--- src/rtl/pipe_control_pkg.sv ---
// Shared definitions for the pipelined MIPS main control: opcodes, ALUOp encodings
// and the per-stage control bundles carried down the pipeline.
package pipe_control_pkg;

    localparam int OPCODE_WIDTH = 6;
    localparam int ALUOP_W      = 2;

    localparam logic [OPCODE_WIDTH-1:0] OP_RTYPE = 6'b000000;
    localparam logic [OPCODE_WIDTH-1:0] OP_LW    = 6'b100011;
    localparam logic [OPCODE_WIDTH-1:0] OP_SW    = 6'b101011;
    localparam logic [OPCODE_WIDTH-1:0] OP_BEQ   = 6'b000100;
    localparam logic [OPCODE_WIDTH-1:0] OP_ADDI  = 6'b001000;

    typedef enum logic [ALUOP_W-1:0] {
        ALUOP_ADD   = 2'b00,
        ALUOP_SUB   = 2'b01,
        ALUOP_FUNCT = 2'b10
    } aluop_e;

    typedef struct packed {
        logic   reg_dst;
        logic   alu_src;
        aluop_e alu_op;
    } ex_ctrl_t;

    typedef struct packed {
        logic mem_read;
        logic mem_write;
        logic branch;
    } mem_ctrl_t;

    typedef struct packed {
        logic reg_write;
        logic mem_to_reg;
    } wb_ctrl_t;

    typedef struct packed {
        ex_ctrl_t  ex;
        mem_ctrl_t mem;
        wb_ctrl_t  wb;
    } ctrl_bundle_t;

endpackage

--- src/rtl/pipe_control_ctrl_decoder.sv ---
// Combinational ID-stage decoder: opcode -> control bundle, rt-usage and illegal flag.
// Unsupported opcodes decode to an all-zero bundle so they enter the pipe as bubbles.
module ctrl_decoder
    import pipe_control_pkg::*;
#(
    parameter int OPC_W = OPCODE_WIDTH
) (
    input  logic [OPC_W-1:0] opcode_i,
    output ctrl_bundle_t     ctrl_o,
    output logic             uses_rt_o,
    output logic             illegal_o
);

    always_comb begin
        ctrl_o           = '0;
        ctrl_o.ex.alu_op = ALUOP_ADD;
        uses_rt_o        = 1'b0;
        illegal_o        = 1'b0;
        case (opcode_i)
            OP_RTYPE: begin
                ctrl_o.ex.reg_dst   = 1'b1;
                ctrl_o.ex.alu_op    = ALUOP_FUNCT;
                ctrl_o.wb.reg_write = 1'b1;
                uses_rt_o           = 1'b1;
            end
            OP_LW: begin
                ctrl_o.ex.alu_src    = 1'b1;
                ctrl_o.mem.mem_read  = 1'b1;
                ctrl_o.wb.reg_write  = 1'b1;
                ctrl_o.wb.mem_to_reg = 1'b1;
            end
            OP_SW: begin
                ctrl_o.ex.alu_src    = 1'b1;
                ctrl_o.mem.mem_write = 1'b1;
                uses_rt_o            = 1'b1;
            end
            OP_BEQ: begin
                ctrl_o.ex.alu_op  = ALUOP_SUB;
                ctrl_o.mem.branch = 1'b1;
                uses_rt_o         = 1'b1;
            end
            OP_ADDI: begin
                ctrl_o.ex.alu_src   = 1'b1;
                ctrl_o.wb.reg_write = 1'b1;
            end
            default: illegal_o = 1'b1;
        endcase
    end

endmodule

--- src/rtl/pipe_control.sv ---
// Pipelined main control: decodes in ID, carries controls through ID/EX, EX/MEM, MEM/WB,
// detects load-use hazards, honours branch flush and counts stall cycles.
module pipe_control
    import pipe_control_pkg::*;
#(
    parameter int OPC_W   = OPCODE_WIDTH,
    parameter int FUNCT_W = 6,
    parameter int AWIDTH  = 5,
    parameter int CNT_W   = 16
) (
    input  logic               c_clk,
    input  logic               c_rst,
    input  logic               c_i_ce,
    input  logic [OPC_W-1:0]   c_i_opcode,
    input  logic [FUNCT_W-1:0] c_i_funct,
    input  logic [AWIDTH-1:0]  c_i_rs,
    input  logic [AWIDTH-1:0]  c_i_rt,
    input  logic               c_i_flush,
    output logic               c_o_stall,
    output logic               c_o_illegal,
    output logic               c_o_ex_RegDst,
    output logic               c_o_ex_ALUSrc,
    output logic [1:0]         c_o_ex_ALUOp,
    output logic [FUNCT_W-1:0] c_o_ex_funct,
    output logic               c_o_mem_MemRead,
    output logic               c_o_mem_MemWrite,
    output logic               c_o_mem_Branch,
    output logic               c_o_wb_RegWrite,
    output logic               c_o_wb_MemtoReg,
    output logic [CNT_W-1:0]   c_o_stall_cnt
);

    ctrl_bundle_t       dec_ctrl;
    logic               dec_uses_rt;
    logic               dec_illegal;

    ctrl_bundle_t       id_ex_q,       id_ex_d;
    logic [FUNCT_W-1:0] id_ex_funct_q, id_ex_funct_d;
    logic [AWIDTH-1:0]  id_ex_rt_q,    id_ex_rt_d;
    mem_ctrl_t          ex_mem_mem_q,  ex_mem_mem_d;
    wb_ctrl_t           ex_mem_wb_q,   ex_mem_wb_d;
    wb_ctrl_t           mem_wb_q,      mem_wb_d;
    logic [CNT_W-1:0]   stall_cnt_q,   stall_cnt_d;
    logic               stall;

    ctrl_decoder #(
        .OPC_W (OPC_W)
    ) u_decoder (
        .opcode_i  (c_i_opcode),
        .ctrl_o    (dec_ctrl),
        .uses_rt_o (dec_uses_rt),
        .illegal_o (dec_illegal)
    );

    // A load in EX whose destination feeds the instruction in ID cannot be forwarded in time.
    assign stall = c_i_ce & id_ex_q.mem.mem_read & (id_ex_rt_q != '0)
                 & ((id_ex_rt_q == c_i_rs) | ((id_ex_rt_q == c_i_rt) & dec_uses_rt));

    always_comb begin
        id_ex_d       = id_ex_q;
        id_ex_funct_d = id_ex_funct_q;
        id_ex_rt_d    = id_ex_rt_q;
        ex_mem_mem_d  = ex_mem_mem_q;
        ex_mem_wb_d   = ex_mem_wb_q;
        mem_wb_d      = mem_wb_q;
        stall_cnt_d   = stall_cnt_q;
        if (c_i_ce) begin
            mem_wb_d = ex_mem_wb_q;
            if (c_i_flush) begin
                id_ex_d       = '0;
                id_ex_funct_d = '0;
                id_ex_rt_d    = '0;
                ex_mem_mem_d  = '0;
                ex_mem_wb_d   = '0;
            end else begin
                ex_mem_mem_d = id_ex_q.mem;
                ex_mem_wb_d  = id_ex_q.wb;
                if (stall || dec_illegal) begin
                    id_ex_d       = '0;
                    id_ex_funct_d = '0;
                    id_ex_rt_d    = '0;
                end else begin
                    id_ex_d       = dec_ctrl;
                    id_ex_funct_d = c_i_funct;
                    id_ex_rt_d    = c_i_rt;
                end
            end
            if (stall && (stall_cnt_q != {CNT_W{1'b1}})) begin
                stall_cnt_d = stall_cnt_q + 1'b1;
            end
        end
    end

    always_ff @(posedge c_clk or negedge c_rst) begin
        if (!c_rst) begin
            id_ex_q       <= '0;
            id_ex_funct_q <= '0;
            id_ex_rt_q    <= '0;
            ex_mem_mem_q  <= '0;
            ex_mem_wb_q   <= '0;
            mem_wb_q      <= '0;
            stall_cnt_q   <= '0;
        end else begin
            id_ex_q       <= id_ex_d;
            id_ex_funct_q <= id_ex_funct_d;
            id_ex_rt_q    <= id_ex_rt_d;
            ex_mem_mem_q  <= ex_mem_mem_d;
            ex_mem_wb_q   <= ex_mem_wb_d;
            mem_wb_q      <= mem_wb_d;
            stall_cnt_q   <= stall_cnt_d;
        end
    end

    assign c_o_stall        = stall;
    assign c_o_illegal      = dec_illegal;
    assign c_o_ex_RegDst    = id_ex_q.ex.reg_dst;
    assign c_o_ex_ALUSrc    = id_ex_q.ex.alu_src;
    assign c_o_ex_ALUOp     = id_ex_q.ex.alu_op;
    assign c_o_ex_funct     = id_ex_funct_q;
    assign c_o_mem_MemRead  = ex_mem_mem_q.mem_read;
    assign c_o_mem_MemWrite = ex_mem_mem_q.mem_write;
    assign c_o_mem_Branch   = ex_mem_mem_q.branch;
    assign c_o_wb_RegWrite  = mem_wb_q.reg_write;
    assign c_o_wb_MemtoReg  = mem_wb_q.mem_to_reg;
    assign c_o_stall_cnt    = stall_cnt_q;

endmodule

--- config.mk ---
export PLATFORM = sky130hd
export DESIGN_NAME = pipe_control
export DESIGN_NICKNAME = d
export VERILOG_FILES = /design/src/rtl/pipe_control_pkg.sv /design/src/rtl/pipe_control_ctrl_decoder.sv /design/src/rtl/pipe_control.sv
export SDC_FILE = /design/constraint.sdc
export NUM_CORES = 1
export LEC_CHECK = 0
export ABC_AREA = 1
export BUFFER_PORTS_ARGS = -buffer_cell sky130_fd_sc_hd__clkbuf_2
export CORE_MARGIN = 2
export CORE_UTILIZATION = 57
export CTS_CLUSTER_DIAMETER = 200
export DETAILED_ROUTE_END_ITERATION = 10
export PLACE_DENSITY = 0.85
export RECOVER_POWER = 100
export REMOVE_ABC_BUFFERS = 1
export SLEW_MARGIN = 10
export SYNTH_ARGS = -nofsm -noshare
export SYNTH_HDL_FRONTEND = slang
export SYNTH_SLANG_ARGS = --single-unit
export TNS_END_PERCENT = 10
--- constraint.sdc ---
create_clock -name c_clk -period 3.2 [get_ports c_clk]
set_clock_uncertainty 0.1 [all_clocks]
set_input_delay 0.32 -clock c_clk [delete_from_list [all_inputs] [get_ports c_clk]]
set_output_delay 0.32 -clock c_clk [all_outputs]
set_load 0.01 [all_outputs]
== After elaboration in Yosys (flattened, before gate mapping) ==
Index checks and enable logic that the tools add are counted.

* Bits in registers: 43

* $add $sub $neg: 1
* Eq/ne operators: 7
* Multiplexer cells: 17
* Bitwise logic cells: 5
* Reductions and logical operators: 9

{| class="wikitable"
|+ Operators by type and width
! cell !! number
|-
| $mux W9 || 2
|-
| $add A16 B1 Y16 const B || 1
|-
| $ne A16 B16 Y1 const B || 1
|-
| $eq A6 B6 Y1 const B || 2
|-
| $mux W6 || 2
|-
| $eq A5 B5 Y1 || 2
|-
| $mux W5 || 2
|-
| $reduce_or A3 Y1 || 3
|-
| $mux W1 || 8
|-
| $eq A6 B3 Y1 const B || 1
|-
| $eq A6 B4 Y1 const B || 1
|-
| $logic_not A6 Y1 || 1
|-
| $reduce_bool A5 Y1 || 1
|-
| $reduce_or A5 Y1 || 1
|-
| $and A1 B1 Y1 || 4
|-
| $pmux W2 S2 || 1
|-
| $mux W3 || 1
|-
| $mux W2 || 1
|-
| $reduce_and A2 Y1 || 1
|-
| $logic_and A1 B1 Y1 || 1
|-
| $logic_or A1 B1 Y1 || 1
|-
| $or A1 B1 Y1 || 1
|}

== Depth between registers and ports, before layout ==
Gate-level depths: netlist of the first run.

* Word-level depth: 9
* Gate-level depth with buffers: 10
* Gate-level depth less buffers: 10

== Modules after synthesis ==
Synthesis of the first run repeated with hierarchy kept, for this count alone.

* Cells, all modules: 388
* Area total of the unflattened synthesis: 2,650.0 µm²

{| class="wikitable"
|+ By module, submodules not included
! module !! times used !! cells an instance !! area an instance (µm²) !! seq. area each (µm²)
|-
| pipe_control || 1 || 361 || 2,512.4 || 1,076.0
|-
| ctrl_decoder || 1 || 27 || 137.6 || 0.0
|}

== Least setup slack after synthesis of the first run ==
No wires, ideal clock.

* Path type: reg-to-reg
* Start point: register stall_cnt_q[0], in the netlist c_o_stall_cnt[0]
* End point: register stall_cnt_q[13], in the netlist c_o_stall_cnt[13]
* Arrival time: 1.357 ns
* Required time: 2.978 ns
* Setup slack: 1.622 ns
* Stages on the path, launching flop included: 9
* Buffers on the path: 1
* Cells stage by stage: dfrtp_1 ha_1 nand3_1 inv_1 nand4_2 nand3_4 buf_6 nand2_1 o21ai_2

* Cells in the longest elaborated chain, start to end: 3

{| class="wikitable"
|+ Ends and longest elaborated chain
! what !! line !! source
|-
| from (decl) || pipe_control.sv:43 || <nowiki>logic [CNT_W-1:0] stall_cnt_q, stall_cnt_d;</nowiki>
|-
| from (signal assigned) || pipe_control.sv:110 || <nowiki>stall_cnt_q <= stall_cnt_d;</nowiki>
|-
| branches (longest 3 deep; another with $add A16 B1 Y16) || -- ||
|}

Several ways; the timed one is not identified.
A chain may end at the register's enable or synchronous reset.

== Final worst setup path of the first run ==
* Start point: register id_ex_rt_q[0]
* End point: output c_o_stall

* Cells in the longest elaborated chain, start to end: 4

{| class="wikitable"
|+ Ends and longest elaborated chain
! what !! line !! source
|-
| from (decl) || pipe_control.sv:39 || <nowiki>logic [AWIDTH-1:0] id_ex_rt_q, id_ex_rt_d;</nowiki>
|-
| from (signal assigned) || pipe_control.sv:106 || <nowiki>id_ex_rt_q <= id_ex_rt_d;</nowiki>
|-
| $eq A5 B5 Y1 || pipe_control.sv:57 || <nowiki>& ((id_ex_rt_q == c_i_rs) | ((id_ex_rt_q == c_i_rt) & dec_uses_rt));</nowiki>
|-
| $and A1 B1 Y1 || pipe_control.sv:57 ||
|-
| $or A1 B1 Y1 || pipe_control.sv:57 ||
|-
| $and A1 B1 Y1 * || pipe_control.sv:57 ||
|-
| to (decl) || pipe_control.sv:19 || <nowiki>output logic c_o_stall,</nowiki>
|}

Mark *: on every way between the ends. The rest lies on a longest branch, timed or not.

==> metrics.txt, run 1 <==
status complete, but fails checks; failing checks capacitance limit, slew limit; Root Buffer clkbuf_8; Mapped Area ~2300 µm²; Post-CTS Setup Inserts 0; number of I/O port buffers 58; area share of the largest cell type after synthesis 44.28%; met1 Resource Use GR 28.05%; drt wl/cell 12.42 µm; final setup fails 0; first-pass GRT wire length ~7.5 mm; Core Util, Final 64.36%; Synth cell types 28; Total Nets Final about 350; area grow syn2layout 9.503%; Initial Utilization between 50% and 60%; DRC viols 0; top post-synthesis cells by area dfrtp_1 44%, nand2_1 13%, o21ai_2 9.1%; CTS Hold Bufs 0; CTS tree built; hpwl dp 3.372 mm; Seq/Total Area, Yosys between 40% and 50%; period utilization 74.06%; GR Overflow Total 0; num rows 23; post-CTS resize count 0; GR Util met2 35.78%; Global Route met3 Usage 4.500%; Static Leakage between 1 and 1.5 nW; Ports 59; setup TNS 0 ns; Syn. warnings 0; initial antenna violation count 0; Via density 4.984; clock-pin slew on the worst setup and hold paths 0.08 ns; min Tclk post-route 2.370 ns; Clock Sink Count 41; Rel. slew slack -45.41%; pwr/cell area 379.4 nW/µm²; Worst Path Arrival 1.95 ns; max cap viols 1; Routed Antenna Nets 0; largest net degree at the start of global routing 42; final number of hold-violating endpoints 0; die area 4591 µm²; share of layout cells above drive strength 1 13.41%; busiest grt layer met2; first-pass iteration count of the detailed router 4; Synth area leader dfrtp_1; final WL 4.695 mm; syn avg cell area between 8 and 9 µm²; Max clock buf depth 2; DR vias 1884; FMAX 421.9 MHz; H-tree levels 2; worst endpoint required time roughly 2.8 ns; Total GRT Usage 22.27%; CP Launch Type register; maximum vdd drop 226.2 µV; Worst-Margin Slew 2.181 ns; Critical Path End Type output port; Synth Instances 270; flop2flop setup slack between 1 and 1.5 ns; Skew-Pair Late Insertion Delay 0.30 ns; CP Class register to output port; GPL Wtd Cong between 0.8 and 0.9; vias in the first global route 1726; min-delay worst type input pin to register; critical path fanouts, max 5; core area just under 4000 µm²; DR iter-0 viols 101; CTS Buf Count 5; Max Slew Vio Count 42; unrepaired setup endpoints after global routing false; n_diodes 0; Chip Width 67.76 µm; Die H 67.76 µm; #FFs+latches synth 41
==> cells in the mapped netlist <==
cell type and n:
nand3_1 16, xnor2_1 13, ha_1 1, dfrtp_1 41
buf_12 1, o21ai_0 4, nand2_4 2, inv_1 25
o21ai_2 24, nand3_4 1, clkbuf_1 2, clkinv_1 1
nand3b_1 3, o21ai_1 2, nand4_1 3, nor2_2 3
nand2_2 3, nor3_2 2, a22o_1 3, nor2_1 19
nand2_1 81, nand4_2 1, xor2_1 9, inv_2 2
o31ai_1 1, buf_6 3, buf_4 3, o21ai_4 1
==> state kept, by name, summed over array words and instances, names as in the netlist <==
name,flops
c_o_wb_MemtoReg,1
ex_mem_wb_q,1
id_ex_q,4
c_o_ex_funct,6
c_o_ex_RegDst,1
c_o_mem_MemWrite,1
c_o_ex_ALUOp,2
id_ex_rt_q,5
c_o_wb_RegWrite,1
c_o_mem_Branch,1
c_o_stall_cnt,16
c_o_ex_ALUSrc,1
c_o_mem_MemRead,1
==> cell usage in the layout (no fill, tap or decap) <==
master / netlist / routed
o31ai_1: 1 / 1
nor2_1: 19 / 20
inv_1: 25 / 25
nand3_1: 16 / 16
nor2_2: 3 / 2
nand2_2: 3 / 1
o21ai_0: 4 / 28
nand2_1: 81 / 84
nand4_1: 3 / 4
clkbuf_8: 0 / 7
clkinv_2: 0 / 1
inv_2: 2 / 2
dfrtp_1: 41 / 41
nor3_2: 2 / 2
o21ai_2: 24 / 3
nand3_4: 1 / 1
ha_1: 1 / 1
nand2_4: 2 / 1
clkbuf_1: 2 / 35
clkbuf_2: 0 / 24
clkinv_1: 1 / 1
xnor2_1: 13 / 13
a22o_1: 3 / 3
nand3b_1: 3 / 3
xor2_1: 9 / 9
==> report_power, final <==
group | internal (W) | leakage (nW) | total (W) | switching [W]
registers | 0.000522 | 0.572 | 0.000525 | 0.00000330
clock network | 0.000195 | 0.0542 | 0.000371 | 0.000176
logic | 0.0000228 | 0.539 | 0.0000663 | 0.0000435
total | 0.000739 | 1.17 | 0.000963 | 0.000223
==> worst paths after layout <==
check                                            start                           to  cells after the start
max                          id_ex_rt_q[0]$_DFFE_PN0P_                    c_o_stall                      7
min                                          c_i_flush  c_o_mem_MemRead$_DFFE_PN0P_                      2
max reg2reg                  id_ex_rt_q[0]$_DFFE_PN0P_  c_o_ex_funct[5]$_DFFE_PN0P_                      7
min reg2reg                c_o_wb_MemtoReg$_DFFE_PN0P_  c_o_wb_MemtoReg$_DFFE_PN0P_                      2
max in group asynchronous                        c_rst  c_o_wb_RegWrite$_DFFE_PN0P_                      1
min in group asynchronous                        c_rst  c_o_ex_funct[0]$_DFFE_PN0P_                      1
==> critical path, stage by stage, from the launching register on <==
cell and delay [ns]:
dfrtp_1 0.43, xor2_1 0.19, nor2_2 0.11, nand2_2 0.06, o21ai_0 0.47, nand2_4 0.11
inv_1 0.14, clkbuf_2 0.15
==> kinds of logic (layout without fill, tap and decap cells) <==
kind of cell	after synthesis	after routing	share of synthesized area, %
fa+ha+maj	1	1	0.5399
simple gates	134	134	26.19
xor+xnor	22	22	8.316
compound gates	35	35	12.53
flops	41	41	44.28
buf+inv	37	95	8.153
==> layer usage <==
layer,share of wire (%),wire (µm),vias up
met2,48,2239,33
met1,47,2213,879
met5,0,0,-
li1,-,-,966
met4,1.7,81,0
met3,3.4,160,6
==> stage by stage <==
step	total power, W	setup WS (ns)	std cells	hold slack (ns)	instance area [µm²]
2_1_floorplan	0.0005675	1.480	261	-0.07559	2233
3_3_place_gp	0.0006068	1.271	370	0.3553	2594
3_5_place_dp	0.0006083	1.229	370	0.3689	2594
4_1_cts	0.0009784	1.119	378	0.1145	2695
5_1_grt	0.0009983	0.7137	378	0.1113	2537
6_report	0.0009627	0.8300	378	0.1071	2537
==> cell type report <==
class / instances / area, µm²
Inverter: 28 / 105.1
Clock inverter: 1 / 5.005
Clock buffer: 7 / 96.34
Fill cell: 391 / 1405
Multi-Input combinational cell: 192 / 991.0
Tap cell: 50 / 62.56
Sequential cell: 41 / 1026
Timing Repair Buffer: 59 / 251.5
(Power assumes the default switching activity.)
==> run 2: changes to the inputs <==
- CORE_UTILIZATION: 57 -> 48
- PLACE_DENSITY: 0.85 -> 0.76
- clock period: 3.2 -> 2 ns (I/O delays scaled with it)
==> run 2 against run 1 <==
  * The run now ends clean
  * Core utilization down 6.3 points
  * Clock power up 46%
  * Sequential power is 60% higher
  * Flip-flop and latch count unchanged
  * Clock-buffer cell count shrank 1
  * Register-to-register slack worse by 0.81 ns
  * Critical path type unchanged
  * Critical endpoint unchanged
==> metrics.txt, run 2 (synthesis results as in run 1) <==
CP Launch Type register; min Tclk post-route ~1.9 ns; Critical Path End Type output port; Hold Startpoint c_i_flush; GPL Wtd Cong about 0.88; DRC viols 0; core area roughly 4700 µm²; Die H 73.48 µm; n_diodes 0; Root Buffer clkbuf_8; min-delay worst type input pin to register; most frequent cells in the layout 81 x nand2_1, 40 x dfrtp_1, 34 x clkbuf_1; clock network power share 36.1%; Logic pwr share 7.9%; Static Leakage 1.245 nW; clock-pin slew on the worst setup and hold paths 0.09 ns; worst setup margin about 0.14 ns; GR Overflow Total 0; slowest stage delay, CP 0.43 ns; period utilization 93.14%; final setup fails 0; critical path fanouts, max 5; flop2flop setup slack 0.22 ns; unrepaired setup endpoints after global routing false; CTS Buf Count 5; Chip Width 73.48 µm; pwr/cell area 550.8 nW/µm²; status complete, no violations; Worst Hold Depth 2; max cap viols 0; number of I/O port buffers 58; Psw between 0.0003 and 0.0004 W; DR vias 1910; area grow syn2layout 17.66%; worst endpoint required time 1.70 ns; Slowest cell on crit path dfrtp_1; Routed Antenna Nets 0; FMAX 536.8 MHz; CP delay by family, top flip-flops; initial antenna violation count 0; Skew-Pair Late Insertion Delay ~0.3 ns; Worst Hold Path EP c_o_mem_MemRead$_DFFE_PN0P_; final WL 4.853 mm; first-pass iteration count of the detailed router 4; Via density 4.885; final number of hold-violating endpoints 0; Max Slew Vio Count 0; maximum vdd drop 269.2 µV; DR iter-0 viols 64; die area ~5400 µm²; largest net degree at the start of global routing 31; Largest register FFs 16; Total GRT Usage between 10% and 20%; num rows 25; DP Worst Slack 0.2364 ns; drt wl/cell 12.41 µm; Clock Sink Count just over 40; Ports slightly below 60; worst path buffer plus inverter count 2; worst-path cell chain xor2_1, nor2_2, nand2_2, o21ai_4, nand2_4, inv_2, clkbuf_2; cells on worst reg2reg path 8; Rel. slew slack 56.99%; Worst-Margin Slew between 0.6 and 0.7 ns; switch share 25.17%; commonest non-fill, non-tap cell in the layout nand2_1; Initial Utilization approximately half; CTS tree built; setup TNS 0 ns; vias in the first global route roughly 1700; Max clock buf depth 2; Worst Path Arrival 1.56 ns; sequential group share of total power a little under three fifths; R2R Path End c_o_stall_cnt[12]$_DFFE_PN0P_; hpwl dp 3.588 mm; first-pass GRT wire length 7.769 mm; H-tree levels 2; cell-internal power about 0.0011 W; Total Nets Final 363; Critical R2R Launch c_o_stall_cnt[0]$_DFFE_PN0P_; share of layout cells above drive strength 1 24.63%; CP Class register to output port
-- run 2: worst max path at each step --
stage                                 start  cells past startpoint                       endpoint  slack, ns
2_1_floorplan  c_o_stall_cnt[0]$_DFFE_PN0P_                      7  c_o_stall_cnt[10]$_DFFE_PN0P_       0.28
3_3_place_gp   c_o_stall_cnt[0]$_DFFE_PN0P_                      8   c_o_stall_cnt[8]$_DFFE_PN0P_       0.27
3_5_place_dp   c_o_stall_cnt[0]$_DFFE_PN0P_                      8  c_o_stall_cnt[12]$_DFFE_PN0P_       0.24
4_1_cts           id_ex_rt_q[1]$_DFFE_PN0P_                      7                      c_o_stall      0.005
5_1_grt           id_ex_rt_q[1]$_DFFE_PN0P_                      8                      c_o_stall     0.0007
6_report          id_ex_rt_q[0]$_DFFE_PN0P_                      7                      c_o_stall       0.14
-- run 2: final cells by class --
class                      count  area (µm²)
fill                         469        1966
multi-input combinational    192        1107
sequential                    41        1027
timing repair buffer          68       331.6
inverter                      28       105.1
clock buffer                   6       72.57
tap                           54       67.56
clock inverter                 2       15.01
-- run 2: stage by stage --
step	hold WS, ns	area, µm²	std cells	utilization [%]	total power, W
after global placement	0.1553	2641	378	56.29	0.0009745
after CTS	0.01447	2739	387	58.37	0.001519
after global routing	0.02685	2726	391	58.11	0.001576
after floorplan	-0.1956	2233	261	-	0.0009080
final	0.02022	2726	391	58.11	0.001502
after detailed placement	0.1593	2641	378	56.29	0.0009772
-- run 2: per-layer routing --
metal	GRT usage (%)	share of wire [%]	up-vias
met5	0	0	-
met4	9.091	1.9	0
met3	5.487	3.8	9
met2	29.66	49	29
met1	24.32	45	886
li1	-	-	986
-- run 2: what timing repair did --
item,CTS,global route
setup endpoints to repair,0,1
hold buffers,1,0
gates resized for setup,0,3
setup buffers,0,4
endpoints found under the hold margin,23,0
-- run 2: power by group through the flow --
stage | Clock [W] | Sequential (W) | Combinational, W
5_1_grt | 0.000601 | 0.000841 | 0.000135
3_3_place_gp | 0 | 0.000856 | 0.000119
3_5_place_dp | 0 | 0.000856 | 0.000121
6_report | 0.000543 | 0.000840 | 0.000119
2_1_floorplan | 0 | 0.000857 | 0.0000506
4_1_cts | 0.000556 | 0.000840 | 0.000123
